**src/rtl/q2_run_ctrl.sv**
```systemverilog
// Q2 front-panel run/stop/step sequencer: debounced switches, run FSM and cdiv phase divider.
// Define Q2_CYCLE_LIMIT_EN to add an automatic stop after CYCLE_LIMIT run-cycles (limit_hit port).
module q2_run_ctrl #(
    parameter int unsigned DEBOUNCE    = 8,
    parameter int unsigned CNT_W       = 16,
    parameter int unsigned CYCLE_LIMIT = 1000
) (
    input  logic             clk,
    input  logic             nreset,
    input  logic             start_sw,
    input  logic             stop_sw,
    input  logic             step_sw,
    input  logic             step_ins,
    input  logic             fetch,
    input  logic             halt,
    output logic             cen,
    output logic             cdiv,
    output logic             ncdiv,
    output logic             running,
    output logic             halted,
    output logic [CNT_W-1:0] cycles
`ifdef Q2_CYCLE_LIMIT_EN
    ,
    output logic             limit_hit
`endif
);

    localparam int unsigned DB_W = $clog2(DEBOUNCE + 1);

    typedef enum logic [2:0] {StStopped, StRun, StStepCyc, StStepIns, StHalted} state_e;

    state_e          state_q;
    logic [2:0]      raw;
    logic [2:0]      sync1_q, sync2_q, level_q, press_q;
    logic [DB_W-1:0] db_cnt_q [3];
    logic            start_press, stop_press, step_press;
    logic            stop_pend_q, step_done_q;
    logic            lim_reached;

    // Bit order: 0 = start, 1 = stop, 2 = step.
    assign raw         = {step_sw, stop_sw, start_sw};
    assign start_press = press_q[0];
    assign stop_press  = press_q[1];
    assign step_press  = press_q[2];
    assign ncdiv       = ~cdiv;

    always_ff @(posedge clk or negedge nreset) begin
        if (!nreset) begin
            sync1_q <= '0;
            sync2_q <= '0;
            level_q <= '0;
            press_q <= '0;
            for (int i = 0; i < 3; i++) db_cnt_q[i] <= '0;
        end else begin
            sync1_q <= raw;
            sync2_q <= sync1_q;
            for (int i = 0; i < 3; i++) begin
                if (sync2_q[i] == level_q[i]) begin
                    db_cnt_q[i] <= '0;
                    press_q[i]  <= 1'b0;
                end else if (db_cnt_q[i] == DB_W'(DEBOUNCE - 1)) begin
                    level_q[i]  <= sync2_q[i];
                    db_cnt_q[i] <= '0;
                    press_q[i]  <= sync2_q[i];
                end else begin
                    db_cnt_q[i] <= db_cnt_q[i] + DB_W'(1);
                    press_q[i]  <= 1'b0;
                end
            end
        end
    end

`ifdef Q2_CYCLE_LIMIT_EN
    localparam int unsigned LIM_W = $clog2(CYCLE_LIMIT + 1);
    logic [LIM_W-1:0] lim_q;
    // lim_q counts cycles completed since the accepted start/step press.
    assign lim_reached = (lim_q + LIM_W'(1)) == LIM_W'(CYCLE_LIMIT);
`else
    logic unused_cycle_limit;
    assign lim_reached        = 1'b0;
    assign unused_cycle_limit = ^CYCLE_LIMIT;
`endif

    always_ff @(posedge clk or negedge nreset) begin
        if (!nreset) begin
            state_q     <= StStopped;
            cen         <= 1'b0;
            cdiv        <= 1'b0;
            running     <= 1'b0;
            halted      <= 1'b0;
            cycles      <= '0;
            stop_pend_q <= 1'b0;
            step_done_q <= 1'b0;
`ifdef Q2_CYCLE_LIMIT_EN
            lim_q       <= '0;
            limit_hit   <= 1'b0;
`endif
        end else begin
`ifdef Q2_CYCLE_LIMIT_EN
            limit_hit <= 1'b0;
`endif
            case (state_q)
                StStopped, StHalted: begin
                    // Stop beats start, start beats step; step is ignored while halted.
                    if (start_press && !stop_press) begin
                        state_q     <= StRun;
                        cen         <= 1'b1;
                        running     <= 1'b1;
                        halted      <= 1'b0;
                        stop_pend_q <= 1'b0;
                        step_done_q <= 1'b0;
`ifdef Q2_CYCLE_LIMIT_EN
                        lim_q       <= '0;
`endif
                    end else if (step_press && !stop_press && state_q == StStopped) begin
                        state_q     <= step_ins ? StStepIns : StStepCyc;
                        cen         <= 1'b1;
                        running     <= 1'b1;
                        stop_pend_q <= 1'b0;
                        step_done_q <= 1'b0;
`ifdef Q2_CYCLE_LIMIT_EN
                        lim_q       <= '0;
`endif
                    end
                end
                default: begin
                    cdiv        <= ~cdiv;
                    stop_pend_q <= stop_pend_q | stop_press;
                    if (cdiv) begin
                        cycles      <= cycles + CNT_W'(1);
                        step_done_q <= 1'b1;
`ifdef Q2_CYCLE_LIMIT_EN
                        lim_q       <= lim_q + LIM_W'(1);
`endif
                        if (halt) begin
                            state_q     <= StHalted;
                            cen         <= 1'b0;
                            running     <= 1'b0;
                            halted      <= 1'b1;
                            stop_pend_q <= 1'b0;
                        end else if (stop_pend_q || lim_reached || state_q == StStepCyc ||
                                     (state_q == StStepIns && fetch && step_done_q)) begin
                            state_q     <= StStopped;
                            cen         <= 1'b0;
                            running     <= 1'b0;
                            stop_pend_q <= 1'b0;
`ifdef Q2_CYCLE_LIMIT_EN
                            limit_hit   <= lim_reached;
`endif
                        end
                    end
                end
            endcase
        end
    end

endmodule

```
**config.mk**
```make
export PLATFORM = sky130hd
export DESIGN_NAME = q2_run_ctrl
export DESIGN_NICKNAME = d
export VERILOG_FILES = /design/src/rtl/q2_run_ctrl.sv
export SDC_FILE = /design/constraint.sdc
export NUM_CORES = 1
export LEC_CHECK = 0
export ABC_AREA = 1
export ABC_CLOCK_PERIOD_IN_PS = 2500
export CAP_MARGIN = 20
export CORE_UTILIZATION = 50
export CTS_CLUSTER_SIZE = 24
export DETAILED_ROUTE_END_ITERATION = 10
export GPL_TIMING_DRIVEN = 0
export MAX_ROUTING_LAYER = met4
export PLACE_DENSITY = 0.77
export RECOVER_POWER = 50
export REMOVE_ABC_BUFFERS = 1
export SYNTH_ARGS = -nofsm -noshare
export SYNTH_HDL_FRONTEND = slang
export SYNTH_SLANG_ARGS = --single-unit
```
**constraint.sdc**
```tcl
create_clock -name clk -period 2.5 [get_ports clk]
set_clock_uncertainty 0.05 [all_clocks]
set_input_delay 0.375 -clock clk [delete_from_list [all_inputs] [get_ports clk]]
set_output_delay 0.375 -clock clk [all_outputs]
set_load 0.005 [all_outputs]
```
## Word-level counts from Yosys, hierarchy flattened

Index checks and enable logic that the tools add are counted.

- Bits of input ports: 8
- Register bits after elaboration: 48
- Output and inout bits: 21

- Equal/unequal tests: 11
- Bitwise operators: 6
- Reduce and logical (&&, ||, !) cells: 20
- Add/sub/neg operators: 4
- Mux-type cells: 37

Operators with widths:

| cell | count |
|---|---|
| $mux W1 | 25 |
| $mux W4 | 6 |
| $mux W3 | 6 |
| $add A16 B1 Y16 const B | 1 |
| $add A4 B1 Y4 const B | 3 |
| $eq A4 B3 Y1 const B | 3 |
| $reduce_and A2 Y1 | 5 |
| $eq A3 B2 Y1 const B | 2 |
| $reduce_and A3 Y1 | 2 |
| $logic_and A1 B1 Y1 | 5 |
| $not A1 Y1 | 5 |
| $reduce_bool A2 Y1 | 2 |
| $eq A1 B1 Y1 | 3 |
| $eq A3 B3 Y1 const B | 1 |
| $logic_not A3 Y1 | 1 |
| $ne A3 B3 Y1 const B | 1 |
| $reduce_bool A3 Y1 | 1 |
| $logic_or A1 B1 Y1 | 2 |
| $ne A2 B2 Y1 const B | 1 |
| $reduce_or A2 Y1 | 1 |
| $logic_not A1 Y1 | 1 |
| $or A1 B1 Y1 | 1 |

## Logic depth before layout (Yosys ltp)

- Depth after elaboration: 8
- Depth in mapped cells: 8
- Depth with buffers taken out: 8

## Least setup slack after synthesis

No wires, ideal clock.

- Kind: reg2reg
- Start: register cycles[0]
- End: register cycles[8]
- Data arrival time: 1108 ps
- Path buffers: 0
- Setup slack: 1224 ps
- Setup time: 118 ps
- Cell stages (with the launch flop): 7
- Path through: dfrtp_1 ha_1 nand3_1 nor2_4 nand2_1 xor2_1 inv_1

- Longest elaborated chain between the ends: 1

Ends and longest elaborated chain:

| element | RTL line | source |
|---|---|---|
| start, declared | 21 | `output logic [CNT_W-1:0] cycles` |
| start signal, assigned | 130 | `cycles <= cycles + CNT_W'(1);` |
| $add A16 B1 Y16 | 130 |  |

Every way passes these cells.
A chain may end at the register's enable or synchronous reset.

## Worst setup path in the final report

- Start: register cdiv
- End: output ncdiv

- Longest elaborated chain between the ends: 1

Ends and longest elaborated chain:

| element | RTL line | source |
|---|---|---|
| start, declared | 17 | `output logic cdiv,` |
| start signal, assigned | 127 | `cdiv <= ~cdiv;` |
| $not A1 Y1 | 45 | `assign ncdiv = ~cdiv;` |
| end, declared | 18 | `output logic ncdiv,` |

Every way passes these cells.

==> flow_summary.json <==
{
  "run_status": "finished clean",
  "io_pins": 29,
  "io_buffer_count": 28,
  "avgSynthCellArea_um2": 9.20,
  "clockRootBuffer": "clkbuf_8",
  "clock_latency_on_the_worst_skew_pair_ns": 0.29,
  "path_delay_family": "buffers and inverters",
  "max_stage_delay_ns": 0.50,
  "wl_final_mm": 3.42,
  "wl_per_cell_um": 10.9,
  "setup_ws_ns": 0.725,
  "hold_vio_cnt_final": 0,
  "power_per_cell_area_mw_per_mm2": 809,
  "std_cell_rows": 23,
  "final.min_clock_period_ns": 1.78,
  "crit_required_ns": 2.08,
  "max_slew_margin_pct": 17.0,
  "crit_path_cell_trace": "inv_2 > clkdlybuf4s50_1",
  "tritoncts.num_buffers": 5,
  "gp_congestion": 0.817,
  "cts_max_level": 2,
  "cts-hold-fix-buffers": 0,
  "first_pass_iters": 4,
  "initial_utilization_pct": 52.4,
  "cp-start-kind": "flop",
  "final_net_count": 275,
  "clkSlewWorstSetupHoldPaths_ns": 0.08,
  "drive_gt1_share_pct": 6.84,
  "cts.repair_timing.setup_buffer_count": 0,
  "irDropWorstVdd_uv": 437,
  "global_route_wire_length_before_repair_mm": 6.19,
  "routed_via_density": 4.72,
  "timing.critical_path.arrival_ns": 1.35,
  "synth_largest_area_cell": "dfrtp_1",
  "drcViolationCount": 0,
  "synthCells": 228,
  "antenna_cells": 0,
  "core_area_mm2": 0.00400,
  "max-cap-violations": 0,
  "synth.top_cells.by_area": "dfrtp_1 (57%), nand2_1 (9.7%), inv_1 (6.1%), nand3_1 (4.5%), nor2_1 (3.8%)",
  "min-delay-path-class": "in -> async",
  "cts.path.max_buffers": 2,
  "synth_seq_cells": 48,
  "slew_limit_fails": 0,
  "reg2reg_slack_ns": 1.03,
  "critical_path.n_buffers_inverters": 2,
  "crit_start": "cdiv$_DFFE_PN0P_",
  "place_hpwl_mm": 2.59,
  "antenna_found_initial": 0,
  "die_height_um": 66.8,
  "cts_resized": 0,
  "tritoncts": "yes",
  "groute.usage.overall_pct": 19.2,
  "final_cell_count_without_fillers": 313,
  "synthesis.yosys.warnings": 0,
  "critical_path.reg2reg.startpoint": "state_q[1]$_DFFE_PN0P_",
  "worst_slew_pin_slew_ns": 1.25,
  "grt_max_degree": 28,
  "fp.dieW_um": 66.8,
  "area_growth_pct": 20.3,
  "die_area_mm2": 0.00446,
  "critPathMaxFanout": 5,
  "fin_crit_sh_pct": 71.0,
  "worst_setup_path_end_kind": "primary output",
  "cp_slowest_cell": "clkdlybuf4s50_1",
  "dp.cells": 306,
  "pre_cts_slack_ns": 0.871,
  "first_global_vias": 1470,
  "synth_top_cell_area_share_pct": 57.3,
  "grt_setup_unrepaired": "false",
  "grt_remaining_overflow": 0,
  "tritoncts_num_sinks": 48,
  "synth_cell_type_count": 19,
  "synth-seq-area-share_pct": 57.3,
  "drt.antenna.violating_nets": 0,
  "route.vias.total": 1478,
  "timing.final.setup_violations": 0,
  "syn-cell-area_mm2": 0.00210,
  "finalPower_w": 0.00204,
  "criticalPathCategory": "reg -> out",
  "detailedRoute.firstIterationViolations": 127,
  "static-leakage-power_nw": 1.24,
  "maxClockFrequency_mhz": 563
}
-- final cells by class --
cell class                 count  area (µm²)
clock buffer                   6        72.6
clock inverter                 1        5.00
fill                         350        1480
inverter                      35         131
multi-input combinational    144         757
sequential                    48        1200
tap                           50        62.6
timing repair buffer          29         294
-- registers in the layout, summed over array words and instances (netlist names), 3 cells and up --
signal / flops
db_cnt_q: 12
cycles: 16
sync2_q: 3
sync1_q: 3
press_q: 3
level_q: 3
state_q: 3
-- layout by cell type, fill, tap and decap left out --
cell and instances:
nor2_1 21, clkdlybuf4s50_1 24, nor2_2 1, a21oi_1 3, nand2_2 3, nor3_1 5
o211ai_1 1, buf_12 1, inv_2 1, nor2_4 3, nand2_1 54, o21ai_0 5
clkinv_2 1, clkbuf_8 5, nand3_1 19, inv_1 34, clkbuf_1 2, or2_2 3
ha_1 4, dfrtp_1 48, nand4_1 5, dlygate4sd3_1 3, xnor2_1 9, xor2_1 8
-- synth_stat cells --
cell / count
nand3_1: 19
dfrtp_1: 48
xnor2_1: 9
ha_1: 4
o211ai_1: 1
nand2_2: 3
nor2_1: 21
buf_4: 1
a21oi_1: 3
inv_2: 1
nor2_2: 1
or2_2: 3
o21ai_0: 5
nor3_1: 5
xor2_1: 8
nor2_4: 3
inv_1: 34
nand2_1: 54
nand4_1: 5
-- logic make-up (layout without fill, tap and decap cells) --
logic type	after synthesis	after routing	share of synthesized area (%)
buf+inv	36	71	6.62
fa+ha+maj	4	4	2.39
compound gates	9	9	2.27
xor+xnor	17	17	7.10
simple gates	114	114	24.3
flops	48	48	57.3
-- routing by layer --
layer	global-route usage, %	wire [µm]
met5	-	0
met2	28.5	1600
met4	9.31	63
met1	24.7	1630
met3	4.28	129
-- power breakdown --
group / internal, W / switching (W) / total [W]
Clock: 0.000190 / 0.000235 / 0.000426
Sequential: 0.000922 / 0.000128 / 0.00105
Combinational: 0.000261 / 0.000304 / 0.000565
-- through the flow --
stage	hold WS (ns)	setup TNS (ns)	cell area, µm²	util [%]
after floorplan	0.0294	0	2090	-
after global placement	0.282	-13.19	2430	60.8
after detailed placement	0.287	0	2450	61.2
after CTS	0.00605	0	2520	63.1
after global routing	0.310	0	2520	63.1
final	0.273	0	2520	63.1
-- worst paths after layout --
kind / end / cells after the start
max: ncdiv / 2
min: cycles[4]$_DFFE_PN0P_ / 1
max reg2reg: stop_pend_q$_DFFE_PN0P_ / 6
min reg2reg: sync2_q[0]$_DFF_PN0_ / 0
max in group asynchronous: db_cnt_q[0]$_DFF_PN0_ / 1
min in group clk: sync2_q[0]$_DFF_PN0_ / 0
No activity file was read; power rests on OpenSTA's default activity.
